$ cat config.mk
export PLATFORM = sky130hd
export DESIGN_NAME = maze_vga_renderer
export DESIGN_NICKNAME = d
export VERILOG_FILES = /design/src/rtl/maze_vga_renderer_pkg.sv /design/src/rtl/maze_vga_renderer_vga_timing.sv /design/src/rtl/maze_vga_renderer.sv
export SDC_FILE = /design/constraint.sdc
export NUM_CORES = 1
export LEC_CHECK = 0
export ABC_AREA = 1
export ABC_CLOCK_PERIOD_IN_PS = 3000
export CAP_MARGIN = 20
export CORE_MARGIN = 1
export CORE_UTILIZATION = 50
export DETAILED_ROUTE_END_ITERATION = 8
export PLACE_DENSITY = 0.81
export SLEW_MARGIN = 20
export SYNTH_ARGS = -nofsm -noshare
export SYNTH_HDL_FRONTEND = slang
export SYNTH_HIERARCHICAL = 1
export SYNTH_SLANG_ARGS = --single-unit
$ cat constraint.sdc
create_clock -name clk -period 3 [get_ports clk]
set_clock_uncertainty 0.15 [all_clocks]
set_input_delay 0.75 -clock clk [delete_from_list [all_inputs] [get_ports clk]]
set_output_delay 0.75 -clock clk [all_outputs]
set_load 0.03 [all_outputs]
$ cat src/rtl/maze_vga_renderer_pkg.sv
// Shared maze geometry, colour defaults, 640x480@60 timing defaults and the
// tile bit-index helper used by the VGA renderer.
package maze_vga_renderer_pkg;
    localparam int MAZE_W    = 16;
    localparam int MAZE_H    = 16;
    localparam int MAZE_BITS = MAZE_W * MAZE_H;

    localparam logic [7:0] WALL_RGB_DEF   = 8'b000_000_10;
    localparam logic [7:0] PATH_RGB_DEF   = 8'b111_111_11;
    localparam logic [7:0] PLAYER_RGB_DEF = 8'b111_000_00;

    // 640x480@60 Hz timing at a 25 MHz pixel clock
    localparam int H_VIS_DEF  = 640;
    localparam int H_FP_DEF   = 16;
    localparam int H_SYNC_DEF = 96;
    localparam int H_BP_DEF   = 48;
    localparam int V_VIS_DEF  = 480;
    localparam int V_FP_DEF   = 10;
    localparam int V_SYNC_DEF = 2;
    localparam int V_BP_DEF   = 33;

    // Bitmap layout: bit [x + 16*y]
    function automatic logic [7:0] tile_idx(input logic [3:0] tx, input logic [3:0] ty);
        return {ty, tx};
    endfunction
endpackage

$ cat src/rtl/maze_vga_renderer_vga_timing.sv
// Raster counters with sync/visible decode. Decoded flags are combinational
// from the counters; the top registers them once so all outputs stay aligned.
module vga_timing #(
    parameter int H_VIS  = 640,
    parameter int H_FP   = 16,
    parameter int H_SYNC = 96,
    parameter int H_BP   = 48,
    parameter int V_VIS  = 480,
    parameter int V_FP   = 10,
    parameter int V_SYNC = 2,
    parameter int V_BP   = 33
) (
    input  logic       clk,
    input  logic       rst_n,
    output logic [9:0] h_cnt,
    output logic [9:0] v_cnt,
    output logic       hs,
    output logic       vs,
    output logic       vis,
    output logic       frame_tick
);
    localparam logic [9:0] H_LAST  = 10'(H_VIS + H_FP + H_SYNC + H_BP - 1);
    localparam logic [9:0] V_LAST  = 10'(V_VIS + V_FP + V_SYNC + V_BP - 1);
    localparam logic [9:0] HS_LO   = 10'(H_VIS + H_FP);
    localparam logic [9:0] HS_HI   = 10'(H_VIS + H_FP + H_SYNC);
    localparam logic [9:0] VS_LO   = 10'(V_VIS + V_FP);
    localparam logic [9:0] VS_HI   = 10'(V_VIS + V_FP + V_SYNC);
    localparam logic [9:0] H_VIS_L = 10'(H_VIS);
    localparam logic [9:0] V_VIS_L = 10'(V_VIS);

    // Horizontal counter wraps at line end and steps the vertical counter
    always_ff @(posedge clk or negedge rst_n) begin
        if (!rst_n) begin
            h_cnt <= '0;
            v_cnt <= '0;
        end else if (h_cnt == H_LAST) begin
            h_cnt <= '0;
            v_cnt <= (v_cnt == V_LAST) ? '0 : v_cnt + 10'd1;
        end else begin
            h_cnt <= h_cnt + 10'd1;
        end
    end

    // Sync pulses are active low; visible and frame tick are active high
    always_comb begin
        hs         = !((h_cnt >= HS_LO) && (h_cnt < HS_HI));
        vs         = !((v_cnt >= VS_LO) && (v_cnt < VS_HI));
        vis        = (h_cnt < H_VIS_L) && (v_cnt < V_VIS_L);
        frame_tick = (h_cnt == 10'd0) && (v_cnt == 10'd0);
    end
endmodule

$ cat src/rtl/maze_vga_renderer.sv
// Renders the carver's 16x16 path bitmap plus a player tile. The bitmap is
// snapshotted once per frame at the start of vsync so the picture never tears.
module maze_vga_renderer
    import maze_vga_renderer_pkg::*;
#(
    parameter int         TILE_SHIFT = 4,
    parameter int         X_ORG      = 192,
    parameter int         Y_ORG      = 112,
    parameter logic [7:0] WALL_RGB   = WALL_RGB_DEF,
    parameter logic [7:0] PATH_RGB   = PATH_RGB_DEF,
    parameter logic [7:0] PLAYER_RGB = PLAYER_RGB_DEF,
    parameter int         H_VIS      = H_VIS_DEF,
    parameter int         H_FP       = H_FP_DEF,
    parameter int         H_SYNC     = H_SYNC_DEF,
    parameter int         H_BP       = H_BP_DEF,
    parameter int         V_VIS      = V_VIS_DEF,
    parameter int         V_FP       = V_FP_DEF,
    parameter int         V_SYNC     = V_SYNC_DEF,
    parameter int         V_BP       = V_BP_DEF
) (
    input  logic                 clk,
    input  logic                 rst_n,
    input  logic [MAZE_BITS-1:0] maze_data,
    input  logic                 maze_done,
    input  logic [3:0]           player_x,
    input  logic [3:0]           player_y,
    output logic                 hsync,
    output logic                 vsync,
    output logic [7:0]           rgb,
    output logic                 frame_start
);
    localparam logic [9:0] X_LO   = 10'(X_ORG);
    localparam logic [9:0] X_HI   = 10'(X_ORG + (MAZE_W << TILE_SHIFT));
    localparam logic [9:0] Y_LO   = 10'(Y_ORG);
    localparam logic [9:0] Y_HI   = 10'(Y_ORG + (MAZE_H << TILE_SHIFT));
    // First vsync line: well clear of the visible area
    localparam logic [9:0] SNAP_V = 10'(V_VIS + V_FP);

    logic [9:0]           h_cnt, v_cnt;
    logic                 hs, vs, vis, frame_tick;
    logic [MAZE_BITS-1:0] snap;
    logic [3:0]           tx, ty;
    logic                 in_maze;
    logic [7:0]           pix;

    vga_timing #(
        .H_VIS(H_VIS), .H_FP(H_FP), .H_SYNC(H_SYNC), .H_BP(H_BP),
        .V_VIS(V_VIS), .V_FP(V_FP), .V_SYNC(V_SYNC), .V_BP(V_BP)
    ) u_timing (
        .clk        (clk),
        .rst_n      (rst_n),
        .h_cnt      (h_cnt),
        .v_cnt      (v_cnt),
        .hs         (hs),
        .vs         (vs),
        .vis        (vis),
        .frame_tick (frame_tick)
    );

    // Latch the bitmap once per frame, and only when the carver says it is stable
    always_ff @(posedge clk or negedge rst_n) begin
        if (!rst_n)
            snap <= '0;
        else if ((h_cnt == 10'd0) && (v_cnt == SNAP_V) && maze_done)
            snap <= maze_data;
    end

    // Tile lookup and colour priority: player, then path, then wall
    always_comb begin
        in_maze = (h_cnt >= X_LO) && (h_cnt < X_HI) && (v_cnt >= Y_LO) && (v_cnt < Y_HI);
        tx      = 4'((h_cnt - X_LO) >> TILE_SHIFT);
        ty      = 4'((v_cnt - Y_LO) >> TILE_SHIFT);
        pix     = 8'h00;
        if (vis && in_maze) begin
            if ((tx == player_x) && (ty == player_y))
                pix = PLAYER_RGB;
            else if (snap[tile_idx(tx, ty)])
                pix = PATH_RGB;
            else
                pix = WALL_RGB;
        end
    end

    // Single output register stage keeps syncs, colour and frame pulse aligned
    always_ff @(posedge clk or negedge rst_n) begin
        if (!rst_n) begin
            hsync       <= 1'b1;
            vsync       <= 1'b1;
            rgb         <= 8'h00;
            frame_start <= 1'b0;
        end else begin
            hsync       <= hs;
            vsync       <= vs;
            rgb         <= pix;
            frame_start <= frame_tick;
        end
    end
endmodule

**Word level (Yosys, flattened, before mapping)**

Cells that the tools add are included.
Widths: inputs -> output; s select.

- Add/sub/neg operators: 4
- Magnitude comparators: 11
- Equal/unequal tests: 5
- Mux-type cells: 7
- Reduce and logical (&&, ||, !) cells: 15

Operators with widths:

| operator | count |
|---|---|
| $lt 10x9->1 const B | 4 |
| $mux 8 | 3 |
| $add 10x1->10 const B | 2 |
| $eq 10x10->1 const B | 2 |
| $logic_not 10->1 | 2 |
| $lt 10x10->1 const B | 2 |
| $mux 10 | 2 |
| $logic_and 1x1->1 | 11 |
| $eq 10x9->1 const B | 1 |
| $ge 10x10->1 const B | 1 |
| $ge 10x7->1 const B | 1 |
| $ge 10x8->1 const B | 1 |
| $ge 10x9->1 const B | 1 |
| $lt 8x9->1 const B | 1 |
| $bmux 1 s8 | 1 |
| $eq 4x4->1 | 2 |
| $sub 8x7->8 const B | 1 |
| $sub 8x8->8 const B | 1 |
| $logic_not 1->1 | 2 |
| $mux 1 | 1 |

- Bits in registers: 287
- Bits of input ports: 267
- Word-level logic and storage cells: 49

**Logic depth before layout (Yosys ltp)**

Gate-level depths: netlist of run 1.

- Depth after elaboration: 6
- Mapped depth: 16

**Modules after synthesis**

Netlist of run 1, hierarchy kept.

Modules (own cells, without submodules):

| module | times used | cells each | area each (sq um) | sequential area each (sq um) |
|---|---|---|---|---|
| maze_vga_renderer | 1 | 1742 | 12956.2 | 6558.8 |
| vga_timing | 1 | 164 | 1241.2 | 500.5 |

**Least setup slack after synthesis of run 1**

Ideal clock, no wire load.

- Kind: register to register
- Start point: reg u_timing.h_cnt[6]
- End point: reg rgb[6]
- Setup time: 0.113 ns
- Arrival time: 2.465 ns
- Data required time: 2.737 ns
- Slack: 0.272 ns
- Cell stages (with the launch flop): 17
- Path buffers: 4
- Period minus slack after synthesis: 2.728 ns
- Cells stage by stage: dfrtp_1 -> clkbuf_1 -> clkinv_1 -> clkbuf_1 -> ha_1 -> clkbuf_1 -> inv_1 -> buf_1 -> nand3_1 -> nand3_1 -> nand2_1 -> nand2_1 -> nand3_1 -> nand3b_1 -> nand3_1 -> nand2_1 -> inv_1

- Cells in the longest elaborated chain, start to end: 6
- Elaborated cells between the ends (all ways): 16

RTL lines:

| item | RTL line | source |
|---|---|---|
| from (decl) | maze_vga_renderer_vga_timing.sv:15 | `output logic [9:0] h_cnt,` |
| from (signal assigned) | maze_vga_renderer_vga_timing.sv:40 | `h_cnt <= h_cnt + 10'd1;` |
| $sub 8x8->8, or another cell as far along | maze_vga_renderer.sv:71 | `tx = 4'((h_cnt - X_LO) >> TILE_SHIFT);` |
| $bmux 1 s8 or $logic_and 1x1->1 (tied branches) | maze_vga_renderer.sv:77, maze_vga_renderer.sv:70 |  |
| $mux 1 (implied by the code) or $logic_and 1x1->1 (tied branches) | maze_vga_renderer.sv:77, maze_vga_renderer.sv:70 |  |
| $mux 8 or $logic_and 1x1->1 (tied branches) | maze_vga_renderer.sv:77, maze_vga_renderer.sv:70 |  |
| $mux 8 or $logic_and 1x1->1 (tied branches) | maze_vga_renderer.sv:75, maze_vga_renderer.sv:74 |  |
| $mux 8 * | maze_vga_renderer.sv:74 | `if (vis && in_maze) begin` |
| to (signal assigned) | maze_vga_renderer.sv:94 | `rgb <= pix;` |
| to (decl) | maze_vga_renderer.sv:29 | `output logic [7:0] rgb,` |

Mark *: on every way between the ends. The rest lies on a longest branch, timed or not. The select of a mux whose other input is x is not followed.
A chain may end at the register's enable or synchronous reset.

**Worst setup path after layout of run 1**

- Start point: reg u_timing.h_cnt[8]
- End point: reg snap[126]

- Cells in the longest elaborated chain, start to end: 3

RTL lines:

| item | RTL line | source |
|---|---|---|
| $logic_not 10->1 | maze_vga_renderer.sv:64 | `else if ((h_cnt == 10'd0) && (v_cnt == SNAP_V) && maze_done)` |
| $logic_and 1x1->1 (2 in a row) | maze_vga_renderer.sv:64 |  |
| to (signal assigned) | maze_vga_renderer.sv:65 | `snap <= maze_data;` |
| to (decl) | maze_vga_renderer.sv:41 | `logic [MAZE_BITS-1:0] snap;` |

Every way passes these cells.

==> metrics.md, run 1 <==
| Metric | Value |
|---|---|
| CP Class | `register to register` |
| Root buffer cell | `clkbuf_16` |
| Critical Path Start Type | `register` |
| Post-synth cell types | `32` |
| Crit path to | `snap[126]` |
| Final net count | `2390` |
| DR WL met2 | `between 20000 and 25000 µm` |
| Core Box Area | `approximately 28000 µm²` |
| Max clock buf depth | `3` |
| Register bit total from synthesis | `282` |
| Setup TNS | `0 ns` |
| Routability cong. | `0.881` |
| Internal Power | `between 6 and 7 mW` |
| Crit path capture type | `register` |
| Final setup margin | `~0.32 ns` |
| Met1 wire length | `about 18000 µm` |
| Status | `completed` |
| DP Worst Slack | `0.312 ns` |
| Number of synthesized flops with an enable pin | `0` |
| Post-Syn Instances | `~1900` |
| WP data arrival | `about 3.0 ns` |
| Flop pwr share | `a little under half` |
| Avg Cell Area, Syn | `about 7.4 µm²` |
| Max Cap Viol | `0` |
| WL met3 | `approximately 3200 µm` |
| CP required | `between 3 and 4 ns` |
| Iter 0 DRT Violations | `~1600` |
| Worst VDD drop | `0.358 mV` |
| # IOs | `278` |
| Setup Fix Bufs, Post-CTS | `0` |
| Remaining Overflow, GRT | `0` |
| Max Used Layer | `met5` |
| IO Port Bufs | `277` |
| Clock Pin Slew Worst Setup and Hold Paths | `0.07 ns` |
| Seq/Total Area, Yosys | `between 40 and 50%` |
| CTS tree | `done` |
| Reg-to-reg setup timing slack | `around 0.32 ns` |
| Final Max Slew Viols | `0` |
| Async set or reset register ratio after synthesis | `100%` |
| Min Tclk post-route | `roughly 2.7 ns` |
| Fraction of layout cells with a size suffix above 1 | `approximately 5.4%` |
| Clk network pwr share | `between 40 and 50%` |
| Clock net sink count | `between 200 and 300` |
| Drt drc | `0` |
| Via density | `roughly 5.5` |
| Worst skew pair latency | `~0.56 ns` |
| Final Util | `between 60 and 70%` |
| Pleak | `9.18 nW` |
| R2R depth | `6` |
| Final ANT Viol Nets | `0` |
| Post-CTS sizing | `0` |
| Final WL | `~43000 µm` |
| Cell area after synthesis | `approximately 14000 µm²` |
| H-tree level count | `1` |
| Primary FF master, synth | `dfrtp_1` |
| CTS Buf Count | `30` |
| # setup viols final | `0` |
| Wire per inst | `roughly 17 µm` |
| Slew headroom | `around three fifths` |
| Vias after detailed routing | `between 10000 and 15000` |
| CP Launch Point | `u_timing/h_cnt[8]` |
| First-pass GRT wire length | `between 60000 and 70000 µm` |
| Pre-antenna DRT Iters | `5` |
| Reg2reg start | `u_timing/h_cnt[8]` |
| DIE AREA | `~29000 µm²` |
| Rows | `between 60 and 70` |
| Crit-path max FO | `43` |
| Tot GR Track Use | `between 20% and 30%` |
| Comb pwr share | `5.8%` |
| Power Density | `443 nW/µm²` |
| RSZ-0062 raised after global routing | `false` |
| Die Wd | `between 150 and 200 µm` |
| Vias in the first global route | `around 13000` |
| Area growth syn-to-layout | `30.2%` |
| Hold WC Path Type | `primary input to asynchronous set/reset pin` |
| Detail Placement HPWL | `between 20000 and 30000 µm` |
| Net load switching power | `1.71 mW` |
| Worst-Margin Slew | `0.625 ns` |
| Ys Warns | `6` |
| Initial antenna violation count | `6` |
| Fmax | `between 300 and 400 MHz` |
| Hold Fails Final Rpt | `0` |
| Hold slack | `0.0443 ns` |
| Synthesized Nets | `about 2200` |
| Cts hold-fix bufs | `0` |
| Switching share of power | `between 20% and 30%` |
| Largest net degree at the start of global routing | `116` |
| Period utilization | `89.2%` |
| FF-to-FF End | `snap[126]` |
| Starting Density | `51.0%` |
| DIE HEIGHT | `roughly 170 µm` |
[area by class of cell]
| cell class | count | area [µm²] |
|---|---|---|
| timing repair buffer | 321 | 3360 |
| antenna | 5 | 12.5 |
| fill | 2269 | 9380 |
| tap | 378 | 473 |
| multi-input combinational | 1442 | 6370 |
| sequential | 282 | 7070 |
| inverter | 37 | 141 |
| clock buffer | 43 | 911 |
| clock inverter | 13 | 148 |
[Yosys cell counts (2+ instances only)]
library cell	count	share of area, %
nand2_1	825	22
nand3_1	518	18
dfrtp_1	280	49
clkbuf_1	73	1.9
buf_2	56	2.0
inv_1	35	0.93
nor2_1	26	0.69
nand4_1	11	0.48
buf_1	9	0.24
ha_1	9	0.79
o21ai_0	9	0.32
nor3_1	8	0.28
xor2_1	8	0.49
xnor2_1	6	0.37
buf_4	5	0.26
nor4_1	4	0.18
o21ai_1	4	0.14
a21oi_1	3	0.11
clkinv_1	2	0.053
dfstp_2	2	0.37
nand2_2	2	0.088
[worst min path at each step]
stage	from	to	slack [ns]	depth (start not counted)
3_3_place_gp	snap[38]	snap[38]	0.30	2
4_1_cts	rst_n	snap[144]	0.05	1
5_1_grt	rst_n	snap[211]	0.09	1
6_report	rst_n	snap[211]	0.04	1
2_1_floorplan	snap[0]	snap[0]	0.29	2
3_5_place_dp	snap[24]	snap[24]	0.31	2
[power groups by stage]
stage	Combinational (mW)	Sequential, mW	Clock [mW]
finish	0.477	3.80	3.91
detailed placement	0.479	3.87	0
global route	0.507	3.80	4.11
floorplan	0.00695	3.87	0
CTS	0.482	3.80	3.94
global placement	0.479	3.87	0
[sequential cells by signal, summed over array words and instances (netlist names)]
register / flops
hsync: 1
u_timing/h_cnt: 10
frame_start: 1
vsync: 1
u_timing/v_cnt: 10
snap: 256
rgb: 3
[stage by stage]
| stage | cells | total power, mW | area, µm² |
|---|---|---|---|
| after detailed placement | 2460 | 4.35 | 17400 |
| after global routing | 2519 | 8.42 | 18500 |
| final | 2521 | 8.19 | 18500 |
| after CTS | 2516 | 8.23 | 18500 |
| after global placement | 2460 | 4.35 | 17400 |
| after floorplan | 1906 | 3.88 | 14200 |
[per-layer routing]
| layer | up-vias | track usage, % |
|---|---|---|
| li1 | 6607 | - |
| met1 | 6524 | 39.1 |
| met2 | 642 | 47.4 |
| met3 | 102 | 4.72 |
| met4 | 4 | 13.1 |
| met5 | - | 0 |
[critical path, stage by stage, from the launching register on]
cell and delay [ns]:
dfrtp_1 0.47, or4_1 0.61, nor4b_4 0.54, buf_12 0.29, buf_4 0.32, nand3_1 0.11, nand2_1 0.10
[cell usage in the layout (no fill, tap or decap), types with 11 or more instances in the layout]
master	netlist	layout
nand3_1	518	518
nor2_1	26	26
buf_12	0	20
clkdlybuf4s50_1	0	276
dfrtp_1	280	277
clkbuf_16	0	31
inv_1	35	33
nand4_1	11	11
buf_4	5	24
nand2_1	825	824
[logic make-up after synthesis]
kind of cell | Yosys count | share of synthesized area [%]
and+or+nand+nor | 1402 | 42.4
DFF | 282 | 49.7
buffers and inverters | 182 | 5.57
AOI/OAI and AO/OA | 17 | 0.626
xor gates and xnor gates | 14 | 0.864
adders and majority gates | 9 | 0.793
Power figures use the tool's default switching activity.
==> run 2: changes to the inputs <==
--- a/config.mk
+++ b/config.mk
@@ -14,2 +14,3 @@
 export PLACE_DENSITY = 0.81
+export SETUP_SLACK_MARGIN = 0.05
 export SLEW_MARGIN = 20
==> constraint.sdc (replaced) <==
create_clock -name clk -period 3 [get_ports clk]
set_clock_uncertainty 0.15 [all_clocks]
set_input_delay 0.45 -clock clk [delete_from_list [all_inputs] [get_ports clk]]
set_output_delay 0.45 -clock clk [all_outputs]
set_load 0.03 [all_outputs]
==> run 2 against run 1 <==
Net effect:
- largest power group is now sequential cells
- largest cell class unchanged
- critical path type unchanged
- via count is 0.85% higher
- clock-buffer cell count stayed put
- highest routed layer is now met4
- critical endpoint is now snap[196]
- die area stayed put
==> metrics.md, run 2 (synthesized netlist as in run 1, its figures left out) <==
| Metric | Value |
|---|---|
| Initial antenna violation count | `2` |
| Fill cell count | `between 2000 and 2500` |
| Iter 0 DRT Violations | `between 1000 and 1500` |
| FF+latch area | `approximately 7000 µm²` |
| Pre-antenna DRT Iters | `6` |
| Routability cong. | `roughly 0.9` |
| WP buf/inv | `1` |
| Status | `completed` |
| Setup TNS | `0 ns` |
| Crit path top cell by count | `nand2_1` |
| Hold Fails Final Rpt | `0` |
| H-tree level count | `1` |
| CP required | `3.29 ns` |
| Worst-Margin Slew | `around 0.66 ns` |
| Post-CTS sizing | `0` |
| # setup viols final | `0` |
| Largest registers | `snap: 256 flops, u_timing/h_cnt: 10 flops, u_timing/v_cnt: 10 flops` |
| Max reg flops | `between 200 and 300` |
| Tot GR Track Use | `30.0%` |
| Routing usage on met2 | `48.1%` |
| Starting Density | `between 50 and 60%` |
| Wire per inst | `approximately 17 µm` |
| Min Tclk post-route | `2.69 ns` |
| CTS tree | `done` |
| Commonest non-fill, non-tap cell in the layout | `nand2_1` |
| Remaining Overflow, GRT | `0` |
| Crit-path max FO | `between 100 and 150` |
| Final WL | `between 40000 and 50000 µm` |
| Final Util | `about two thirds` |
| Fraction of layout cells with a size suffix above 1 | `5.15%` |
| Max clock buf depth | `3` |
| Area growth syn-to-layout | `29.3%` |
| Period utilization | `~90%` |
| # IOs | `278` |
| Drt drc | `0` |
| WP data arrival | `approximately 3.0 ns` |
| Clock Pin Slew Worst Setup and Hold Paths | `approximately 0.070 ns` |
| Commonest non-fill, non-tap cells in the layout | `824 x nand2_1, 518 x nand3_1, 277 x dfrtp_1` |
| Final net count | `approximately 2400` |
| Power Density | `about 430 nW/µm²` |
| Root buffer cell | `clkbuf_16` |
| IO Port Bufs | `about 280` |
| R2R depth | `6` |
| Met3 usage | `about 4%` |
| DIE HEIGHT | `171 µm` |
| RSZ-0062 raised after global routing | `false` |
| Worst skew pair latency | `approximately 0.56 ns` |
| CP Cell Sequence | `or4_1 -> nor4b_4 -> nand2_4 -> buf_12 -> nand2_1 -> nand2_1` |
| Via density | `5.56` |
| Slew headroom | `55.8%` |
| Fmax | `between 300 and 400 MHz` |
| GR peak layer | `met2` |
| Worst path max stage delay | `approximately 0.61 ns` |
| Final ANT Viol Nets | `0` |
| Rows | `61` |
| CTS Buf Count | `31` |
| Crit path capture type | `register` |
| Core Box Area | `about 28000 µm²` |
| Crit path depth | `6` |
| Max Cap Viol | `0` |
| Hold path cells | `3` |
| First-pass GRT wire length | `~70000 µm` |
| Die Wd | `171 µm` |
| Vias in the first global route | `~13000` |
| Largest net degree at the start of global routing | `147` |
| Clock net sink count | `~280` |
| Critical Path Start Type | `register` |
| Top Family by Delay on Critical Path | `simple AND/OR/NAND/NOR gates` |
| M1 GR Usage | `between 40% and 50%` |
| Largest register by flop count | `snap` |
| DIE AREA | `29100 µm²` |
| Hold WC Path Type | `primary input to register` |
| Final Max Slew Viols | `0` |
| Crit-path slowest cell | `or4_1` |
| Area of the multi-input gates | `around 6400 µm²` |
| Vias after detailed routing | `13997` |
| CP Class | `register to register` |
| Pleak | `~9 nW` |
| Detail Placement HPWL | `about 28000 µm` |
| Worst VDD drop | `roughly 0.37 mV` |
-- run 2: cell types whose count changed in the layout (fill, tap and decap cells not counted), sizes merged --
cell	change
inv	+1
buf	-4
bufinv	-2
dlygate4sd3	+1
diode	-3
clkinv	+3
-- run 2: worst paths after layout --
check / startpoint / to / slack (ns)
min reg2reg: snap[111] / snap[111] / 0.32
max: u_timing/h_cnt[8] / snap[196] / 0.31
min: maze_data[203] / snap[203] / 0.29
max in group asynchronous: rst_n / snap[115] / 1.59
max reg2reg: u_timing/h_cnt[8] / snap[196] / 0.31
min in group asynchronous: rst_n / u_timing/v_cnt[3] / 0.33
-- run 2: metal layers --
metal	wire, µm	vias up
met3	3210	113
met4	1650	0
met5	0	-
li1	-	6596
met2	20100	656
met1	18200	6632
-- run 2: where the power goes --
part | total (mW) | internal, mW | switching, mW
registers | 3.80 | 3.80 | 0
logic | 0.473 | 0.319 | 0.154
clock network | 3.67 | 2.13 | 1.54
total | 7.95 | 6.25 | 1.69
-- run 2: final cells by class --
type | instances | share of cell area (%)
timing repair buffer | 318 | 18.0
clock buffer | 43 | 4.80
inverter | 37 | 0.770
tap | 378 | 2.58
multi-input combinational | 1442 | 34.7
clock inverter | 15 | 0.607
sequential | 282 | 38.5
antenna | 2 | 0.0273
-- run 2: worst register-to-register path, delay by kind of cell, from the launching register on --
| family | cells | cell delay (ns) |
|---|---|---|
| flip-flops | 1 | 0.46 |
| AND/OR/NAND/NOR | 5 | 1.68 |
| buffers and inverters | 1 | 0.29 |
-- run 2: metrics by stage --
| step | cells | power, mW | area (µm²) | setup WS, ns | hold slack, ns |
|---|---|---|---|---|---|
| 2_1_floorplan | 1906 | 3.88 | 14200 | 0.272 | 0.00441 |
| 3_3_place_gp | 2456 | 4.35 | 17300 | 0.410 | 0.303 |
| 3_5_place_dp | 2456 | 4.35 | 17300 | 0.406 | 0.308 |
| 4_1_cts | 2515 | 7.99 | 18300 | 0.379 | 0.281 |
| 5_1_grt | 2517 | 8.18 | 18400 | 0.255 | 0.296 |
| 6_report | 2517 | 7.95 | 18400 | 0.313 | 0.291 |
-- run 2: repair_timing --
item | 4_1_cts | 5_1_grt
setup endpoints to repair | 0 | 0
setup buffers | 0 | 0
hold endpoints to repair | 68 | 0
hold buffers | 1 | 0
